`config.mk`:
```
export PLATFORM = sky130hd
export DESIGN_NAME = jtkicker_objram
export DESIGN_NICKNAME = d
export VERILOG_FILES = /design/src/rtl/jtkicker_obj_pkg.sv /design/src/rtl/jtframe_dual_ram.sv /design/src/rtl/jtkicker_obj_scan.sv /design/src/rtl/jtkicker_objram.sv
export SDC_FILE = /design/constraint.sdc
export NUM_CORES = 2
export LEC_CHECK = 0
export BUFFER_PORTS_ARGS = -buffer_cell sky130_fd_sc_hd__clkbuf_2
export CORE_UTILIZATION = 25
export DETAILED_ROUTE_END_ITERATION = 10
export PLACE_DENSITY = 0.35
export SLEW_MARGIN = 10
export SYNTH_ARGS = -nofsm -noshare
export SYNTH_HDL_FRONTEND = slang
export SYNTH_SLANG_ARGS = --single-unit
```
`constraint.sdc`:
```
create_clock -name clk -period 6.5 [get_ports clk]
set_clock_uncertainty 0.1 [all_clocks]
set_input_delay 1.3 -clock clk [delete_from_list [all_inputs] [get_ports clk]]
set_output_delay 1.3 -clock clk [all_outputs]
set_load 0.02 [all_outputs]
```
`src/rtl/jtkicker_obj_pkg.sv`:
```
// Shared constants for the Kicker object RAM: entry byte offsets, attr bits, scan states.
package jtkicker_obj_pkg;

   localparam int unsigned OFS_ATTR = 0;
   localparam int unsigned OFS_CODE = 1;
   localparam int unsigned OFS_X    = 0;
   localparam int unsigned OFS_Y    = 1;

   localparam int unsigned ATTR_VFLIP = 7;
   localparam int unsigned ATTR_HFLIP = 6;
   localparam int unsigned ATTR_CODE8 = 5;

   localparam int unsigned OBJ_LIMIT = 24;

   typedef enum logic [2:0] {
      StIdle  = 3'd0,
      StAddrE = 3'd1,
      StAddrO = 3'd2,
      StCmp   = 3'd3,
      StEmit  = 3'd4
   } scan_state_e;

endpackage

```
`src/rtl/jtframe_dual_ram.sv`:
```
// Two-port synchronous RAM, single clock, read-before-write on both ports.
module jtframe_dual_ram #(
   parameter int unsigned DW = 8,
   parameter int unsigned AW = 8
)(
   input  logic          clk,
   input  logic [DW-1:0] data0,
   input  logic [AW-1:0] addr0,
   input  logic          we0,
   output logic [DW-1:0] q0,
   input  logic [DW-1:0] data1,
   input  logic [AW-1:0] addr1,
   input  logic          we1,
   output logic [DW-1:0] q1
);

   logic [DW-1:0] mem [2**AW];

   always_ff @(posedge clk) begin
      if (we0) mem[addr0] <= data0;
      if (we1) mem[addr1] <= data1;
      q0 <= mem[addr0];
      q1 <= mem[addr1];
   end

endmodule

```
`src/rtl/jtkicker_obj_scan.sv`:
```
// Per-line sprite table scanner with valid/ready descriptor output.
// JTKICKER_OBJ_LIMIT_EN caps accepted descriptors per line at OBJ_LIMIT.
module jtkicker_obj_scan
   import jtkicker_obj_pkg::*;
#(
   parameter int unsigned ENTRIES = 32,
   parameter int unsigned OBJ_H   = 16
)(
   input  logic       clk,
   input  logic       rstn,
   input  logic       hs,
   input  logic       flip,
   input  logic [7:0] vrender,
   output logic [7:0] ram_addr,
   input  logic [7:0] ram1_q,
   input  logic [7:0] ram2_q,
   output logic       draw_valid,
   input  logic       draw_ready,
   output logic [8:0] draw_code,
   output logic [3:0] draw_pal,
   output logic       draw_hflip,
   output logic [7:0] draw_x,
   output logic [3:0] draw_ysub,
   output logic       scan_busy
);

   localparam int unsigned IW = (ENTRIES > 1) ? $clog2(ENTRIES) : 1;

   scan_state_e   state_q, state_d, next_st;
   logic [IW-1:0] idx_q, idx_d, next_idx;
   logic [7:0]    line_q, line_d, attr_q, attr_d, x_q, x_d, d;
   logic          hs_q, hs_rise, last_idx, match, load;
   logic          unused_attr;
`ifdef JTKICKER_OBJ_LIMIT_EN
   logic [4:0]    cnt_q, cnt_d;
`endif

   assign hs_rise     = hs & ~hs_q;
   assign last_idx    = (idx_q == IW'(ENTRIES - 1));
   assign d           = line_q - ram2_q;
   assign match       = (ram2_q != 8'd0) && (32'(d) < OBJ_H);
   assign ram_addr    = 8'({idx_q, (state_q == StAddrO) ? 1'(OFS_CODE) : 1'(OFS_ATTR)});
   // A new line aborts a pending descriptor before it can be accepted
   assign draw_valid  = (state_q == StEmit) & ~hs_rise;
   assign scan_busy   = (state_q != StIdle);
   assign unused_attr = attr_q[4];

   always_comb begin
      state_d  = state_q;
      idx_d    = idx_q;
      line_d   = line_q;
      attr_d   = attr_q;
      x_d      = x_q;
      load     = 1'b0;
      next_st  = last_idx ? StIdle : StAddrE;
      next_idx = last_idx ? idx_q : idx_q + 1'b1;
`ifdef JTKICKER_OBJ_LIMIT_EN
      cnt_d    = cnt_q;
`endif
      if (hs_rise) begin
         state_d = StAddrE;
         idx_d   = '0;
         line_d  = vrender ^ {8{flip}};
`ifdef JTKICKER_OBJ_LIMIT_EN
         cnt_d   = '0;
`endif
      end else begin
         unique case (state_q)
            StIdle: begin
               state_d = StIdle;
            end
            StAddrE: begin
               state_d = StAddrO;
            end
            StAddrO: begin
               attr_d  = ram1_q;
               x_d     = ram2_q;
               state_d = StCmp;
            end
            StCmp: begin
               if (match) begin
                  load    = 1'b1;
                  state_d = StEmit;
               end else begin
                  state_d = next_st;
                  idx_d   = next_idx;
               end
            end
            StEmit: begin
               if (draw_ready) begin
                  state_d = next_st;
                  idx_d   = next_idx;
`ifdef JTKICKER_OBJ_LIMIT_EN
                  cnt_d   = cnt_q + 1'b1;
                  if (cnt_q == 5'(OBJ_LIMIT - 1)) state_d = StIdle;
`endif
               end
            end
            default: begin
               state_d = StIdle;
            end
         endcase
      end
   end

   always_ff @(posedge clk or negedge rstn) begin
      if (!rstn) begin
         state_q    <= StIdle;
         idx_q      <= '0;
         line_q     <= '0;
         attr_q     <= '0;
         x_q        <= '0;
         hs_q       <= 1'b0;
         draw_code  <= '0;
         draw_pal   <= '0;
         draw_hflip <= 1'b0;
         draw_x     <= '0;
         draw_ysub  <= '0;
`ifdef JTKICKER_OBJ_LIMIT_EN
         cnt_q      <= '0;
`endif
      end else begin
         state_q <= state_d;
         idx_q   <= idx_d;
         line_q  <= line_d;
         attr_q  <= attr_d;
         x_q     <= x_d;
         hs_q    <= hs;
`ifdef JTKICKER_OBJ_LIMIT_EN
         cnt_q   <= cnt_d;
`endif
         if (load) begin
            draw_code  <= {attr_q[ATTR_CODE8], ram1_q};
            draw_pal   <= attr_q[3:0];
            draw_hflip <= attr_q[ATTR_HFLIP];
            draw_x     <= x_q;
            draw_ysub  <= d[3:0] ^ {4{attr_q[ATTR_VFLIP]}};
         end
      end
   end

endmodule

```
`src/rtl/jtkicker_objram.sv`:
```
// Kicker object RAM: two CPU-visible 256-byte banks plus the line scanner.
// JTKICKER_OBJ_LIMIT_EN enables the per-line sprite limit inside the scanner.
module jtkicker_objram
   import jtkicker_obj_pkg::*;
#(
   parameter int unsigned ENTRIES = 32,
   parameter int unsigned OBJ_H   = 16
)(
   input  logic       clk,
   input  logic       rstn,
   input  logic       cpu_cen,
   input  logic       obj1_cs,
   input  logic       obj2_cs,
   input  logic       cpu_rnw,
   input  logic [7:0] cpu_addr,
   input  logic [7:0] cpu_dout,
   output logic [7:0] obj_dout,
   input  logic       flip,
   input  logic       hs,
   input  logic [7:0] vrender,
   output logic       draw_valid,
   input  logic       draw_ready,
   output logic [8:0] draw_code,
   output logic [3:0] draw_pal,
   output logic       draw_hflip,
   output logic [7:0] draw_x,
   output logic [3:0] draw_ysub,
   output logic       scan_busy
);

   logic       we1, we2, sel1_q, sel2_q;
   logic [7:0] cpu_q1, cpu_q2, scan_q1, scan_q2, scan_addr, hold_q;

   assign we1 = cpu_cen & obj1_cs & ~cpu_rnw;
   assign we2 = cpu_cen & obj2_cs & ~cpu_rnw;

   jtframe_dual_ram #(.DW(8), .AW(8)) u_bank1 (
      .clk   (clk),
      .data0 (cpu_dout),
      .addr0 (cpu_addr),
      .we0   (we1),
      .q0    (cpu_q1),
      .data1 (8'd0),
      .addr1 (scan_addr),
      .we1   (1'b0),
      .q1    (scan_q1)
   );

   jtframe_dual_ram #(.DW(8), .AW(8)) u_bank2 (
      .clk   (clk),
      .data0 (cpu_dout),
      .addr0 (cpu_addr),
      .we0   (we2),
      .q0    (cpu_q2),
      .data1 (8'd0),
      .addr1 (scan_addr),
      .we1   (1'b0),
      .q1    (scan_q2)
   );

   // RAM output is already the registered read; the mux picks it or holds the last byte
   always_comb begin
      obj_dout = hold_q;
      if (sel1_q)      obj_dout = cpu_q1;
      else if (sel2_q) obj_dout = cpu_q2;
   end

   always_ff @(posedge clk or negedge rstn) begin
      if (!rstn) begin
         sel1_q <= 1'b0;
         sel2_q <= 1'b0;
         hold_q <= '0;
      end else begin
         sel1_q <= obj1_cs;
         sel2_q <= obj2_cs & ~obj1_cs;
         hold_q <= obj_dout;
      end
   end

   jtkicker_obj_scan #(.ENTRIES(ENTRIES), .OBJ_H(OBJ_H)) u_scan (
      .clk        (clk),
      .rstn       (rstn),
      .hs         (hs),
      .flip       (flip),
      .vrender    (vrender),
      .ram_addr   (scan_addr),
      .ram1_q     (scan_q1),
      .ram2_q     (scan_q2),
      .draw_valid (draw_valid),
      .draw_ready (draw_ready),
      .draw_code  (draw_code),
      .draw_pal   (draw_pal),
      .draw_hflip (draw_hflip),
      .draw_x     (draw_x),
      .draw_ysub  (draw_ysub),
      .scan_busy  (scan_busy)
   );

endmodule

```
==> impl_metrics.ini <==
[finish]
fin_nets = 8111
syn_to_final_growth_pct = 16.9
fillerInstances = 65400
postLayoutCoreUtil = 0.293
drive_gt1_frac = 0.327

[logic_synthesis]
synth_xor_area_frac = 0.000878
synth_edf_count = 4096
synth_seq_cells = 4196
synth_top_area_cell = edfxtp_1
ys_seq_area_frac = 0.739
yosysMostFrequentCell = edfxtp_1
synthFlopType = edfxtp_1
syn_area_um2 = 170000
netlist_top_cells_count = edfxtp_1 (4096), mux4_2 (1490), nor2_1 (548)
synth_cell_types = 61
yosysTopAreaCellShare = 0.725
ys_warn_count = 0
async_flop_share = 0.0162
synthCells = 7575
synth_compound_area_frac = 0.0124
muxShareOfSynthArea = 0.212
synth_top_family_by_area = multiplexers
netlist_top_cells_area = edfxtp_1 (73%), mux4_2 (20%), nor2_1 (1.2%)
syn-num-nets = 7619
synth_simple_gate_area_frac = 0.0196
synthAdderAreaFrac = 0.000856
synth_area_per_cell_um2 = 22.4

[global_route]
grt_pass1_vias = 87300
grt_pass1_wl_um = 797000
grt_remaining_overflow = 0
grt_max_degree = 165
grt_antenna_before_repair = 65
track_usage = 0.170

[floorplanning]
die-area_um2 = 682000
initial_core_util = 0.251
ios = 69
die_w_um = 826
rows = 302
coreArea_um2 = 676000
die_h_um = 826

[timing]
relSlewSlack = 0.0251
drv_slew = 0
rsz0062_at_grt = false
fin_crit_ns = 5.00
fmax_ghz = 0.200
setup_ws_ns = 1.50
hold_viol = 0
hold_slack_ns = 0.299
min_period_over_period = 0.770
worstMarginPinSlew_ns = 1.46
fin_setup_tns_ns = 0
setup_viol = 0

[cts]
postCtsSetupBuffers = 0
clock_path_buffers = 4
cts_buffers = 468
cts-root-buf = clkbuf_16
cts_tree = done
cts_resized = 0
cts.sink_count = 4196
clkSlewWorstSetupHoldPaths_ns = 0.07
h-tree-depth = 5
cts_hold_buf = 0
clk_latency_ns = 1.06

[worst_setup_path]
cp_data_arrival_time_ns = 5.78
startpoint = cpu_addr[4]
cp-end-kind = register
path_class = in -> reg
r2r_start = u_scan.state_q[2]$_DFFE_PN0N_
cp_max_fo = 21
worstPathRequired_ns = 7.28
startpoint_type = input port

[routing]
vias = 83200
drt_first_pass_iters = 5
wl_per_cell_um = 34.0
final_antenna_net_count = 0
drt_iter0_drc = 8190
viasPerCell = 4.77
drc_errors = 0
routed_wl_um = 592000

[pwr]
p_leak_nw = 60.4
irDropWorstVdd_uv = 229
power_per_cell_area_nw_per_um2 = 319

[placed_design]
post-dp-hpwl_um = 379000
routabilityCongestion = 0.774
portBuffers = 68
dpl_worst_slack_ns = 0.376

[status]
outcome = finished, final reports clean

[worst_hold_path]
hp-class = in -> reg
holdCritStartpoint = hs

[job]
drv_cap = 0
[worst max-delay path: stages]
cell	delay, ns
buf_2	0.34
buf_4	0.52
or2_2	0.58
nor2_1	0.08
buf_4	0.24
nand2_1	0.81
o22ai_1	0.31
or4_1	0.83
a2111oi_0	0.48
nand4_1	0.20
[layer usage]
layer | routed length [um] | part of all wire | vias to the layer above | track usage
li1 | - | - | 33400 | -
met2 | 285000 | 0.48 | 2510 | 0.281
met1 | 262000 | 0.44 | 46600 | 0.237
met5 | 12 | 0.000020 | - | 0
met3 | 32000 | 0.054 | 626 | 0.0270
met4 | 13800 | 0.023 | 2 | 0.0360
[final timing paths]
path | end | slack [ns] | cells after the start
worst max register to register | u_bank2.q1[3]$_DFF_P_ | 2.42 | 7
max in group asynchronous | u_scan.idx_q[2]$_DFFE_PN0P_ | 5.23 | 1
worst min-delay path | u_scan.hs_q$_DFF_PN0_ | 0.30 | 1
worst min register to register | u_scan.draw_code[4]$_DFFE_PN0P_ | 0.37 | 1
min in group asynchronous | u_scan.line_q[5]$_DFFE_PN0P_ | 0.34 | 1
worst max-delay path | u_bank2.q0[5]$_DFF_P_ | 1.50 | 10
[power by group]
part	switching (mW)	internal [mW]
clock	11.2	15.0
sequential	0.294	29.9
combinational	4.02	2.83
total	15.5	47.7
[cell usage in the layout, fill, tap and decap left out, types with 7 or more instances in the layout]
master,instances
clkbuf_2,53
or4_1,7
clkbuf_8,17
nand3_1,10
ha_1,10
nor2_2,16
nand4_1,13
bufinv_16,38
nor2_1,530
o21ai_0,32
nand2b_1,14
inv_1,12
or3_1,14
mux2_2,46
xnor2_1,12
buf_4,385
mux4_2,1490
nand2_4,9
o22ai_1,69
buf_12,75
clkinv_1,102
nand2_1,123
a22o_1,7
clkbuf_1,110
buf_8,10
diode_2,12
dfrtp_1,65
nor2b_1,9
edfxtp_1,4096
clkbuf_16,471
mux2i_1,188
clkinv_2,89
a21oi_1,31
clkinvlp_4,12
a22oi_1,120
dfxtp_1,32
nor4_1,14
[metrics by stage]
stage | instance area [um2] | power (mW) | instances
5_1_grt | 198000 | 65.3 | 17400
6_report | 198000 | 63.3 | 17400
3_5_place_dp | 183000 | 37.9 | 16600
3_3_place_gp | 183000 | 37.9 | 16600
2_1_floorplan | 170000 | 34.6 | 7575
4_1_cts | 198000 | 64.2 | 17400
[area by class of cell]
| cell class | count | area (um2) | area share |
|---|---|---|---|
| clock inverters | 265 | 2500 | 0.0126 |
| multi-input cells | 2865 | 41900 | 0.211 |
| repair buffers | 524 | 4810 | 0.0243 |
| diodes | 12 | 30.0 | 0.000151 |
| inverters | 12 | 45.0 | 0.000227 |
| clock buffers | 598 | 12400 | 0.0627 |
| well taps | 8968 | 11200 | 0.0566 |
| flip-flops and latches | 4196 | 125000 | 0.632 |
[flip-flops by register name, summed over array words and instances (netlist names)]
name,cells
hold_q,8
sel1_q,1
sel2_q,1
u_bank1.mem,2048
u_bank1.q0,8
u_bank1.q1,8
u_bank2.mem,2048
u_bank2.q0,8
u_bank2.q1,8
u_scan.attr_q,7
u_scan.draw_code,9
u_scan.draw_hflip,1
u_scan.draw_pal,4
u_scan.draw_x,8
u_scan.draw_ysub,4
u_scan.hs_q,1
u_scan.idx_q,5
u_scan.line_q,8
u_scan.state_q,3
u_scan.x_q,8
[kinds of logic (layout without fill, tap and decap cells)]
logic type | after synthesis | after routing
fa+ha+maj | 11 | 11
xor+xnor | 17 | 17
buf+inv | 514 | 1399
compound gates | 309 | 309
other cells | 0 | 12
mux | 1724 | 1724
flops | 4196 | 4196
simple gates | 804 | 804
Note: power is estimated with default switching activity, not from simulation.
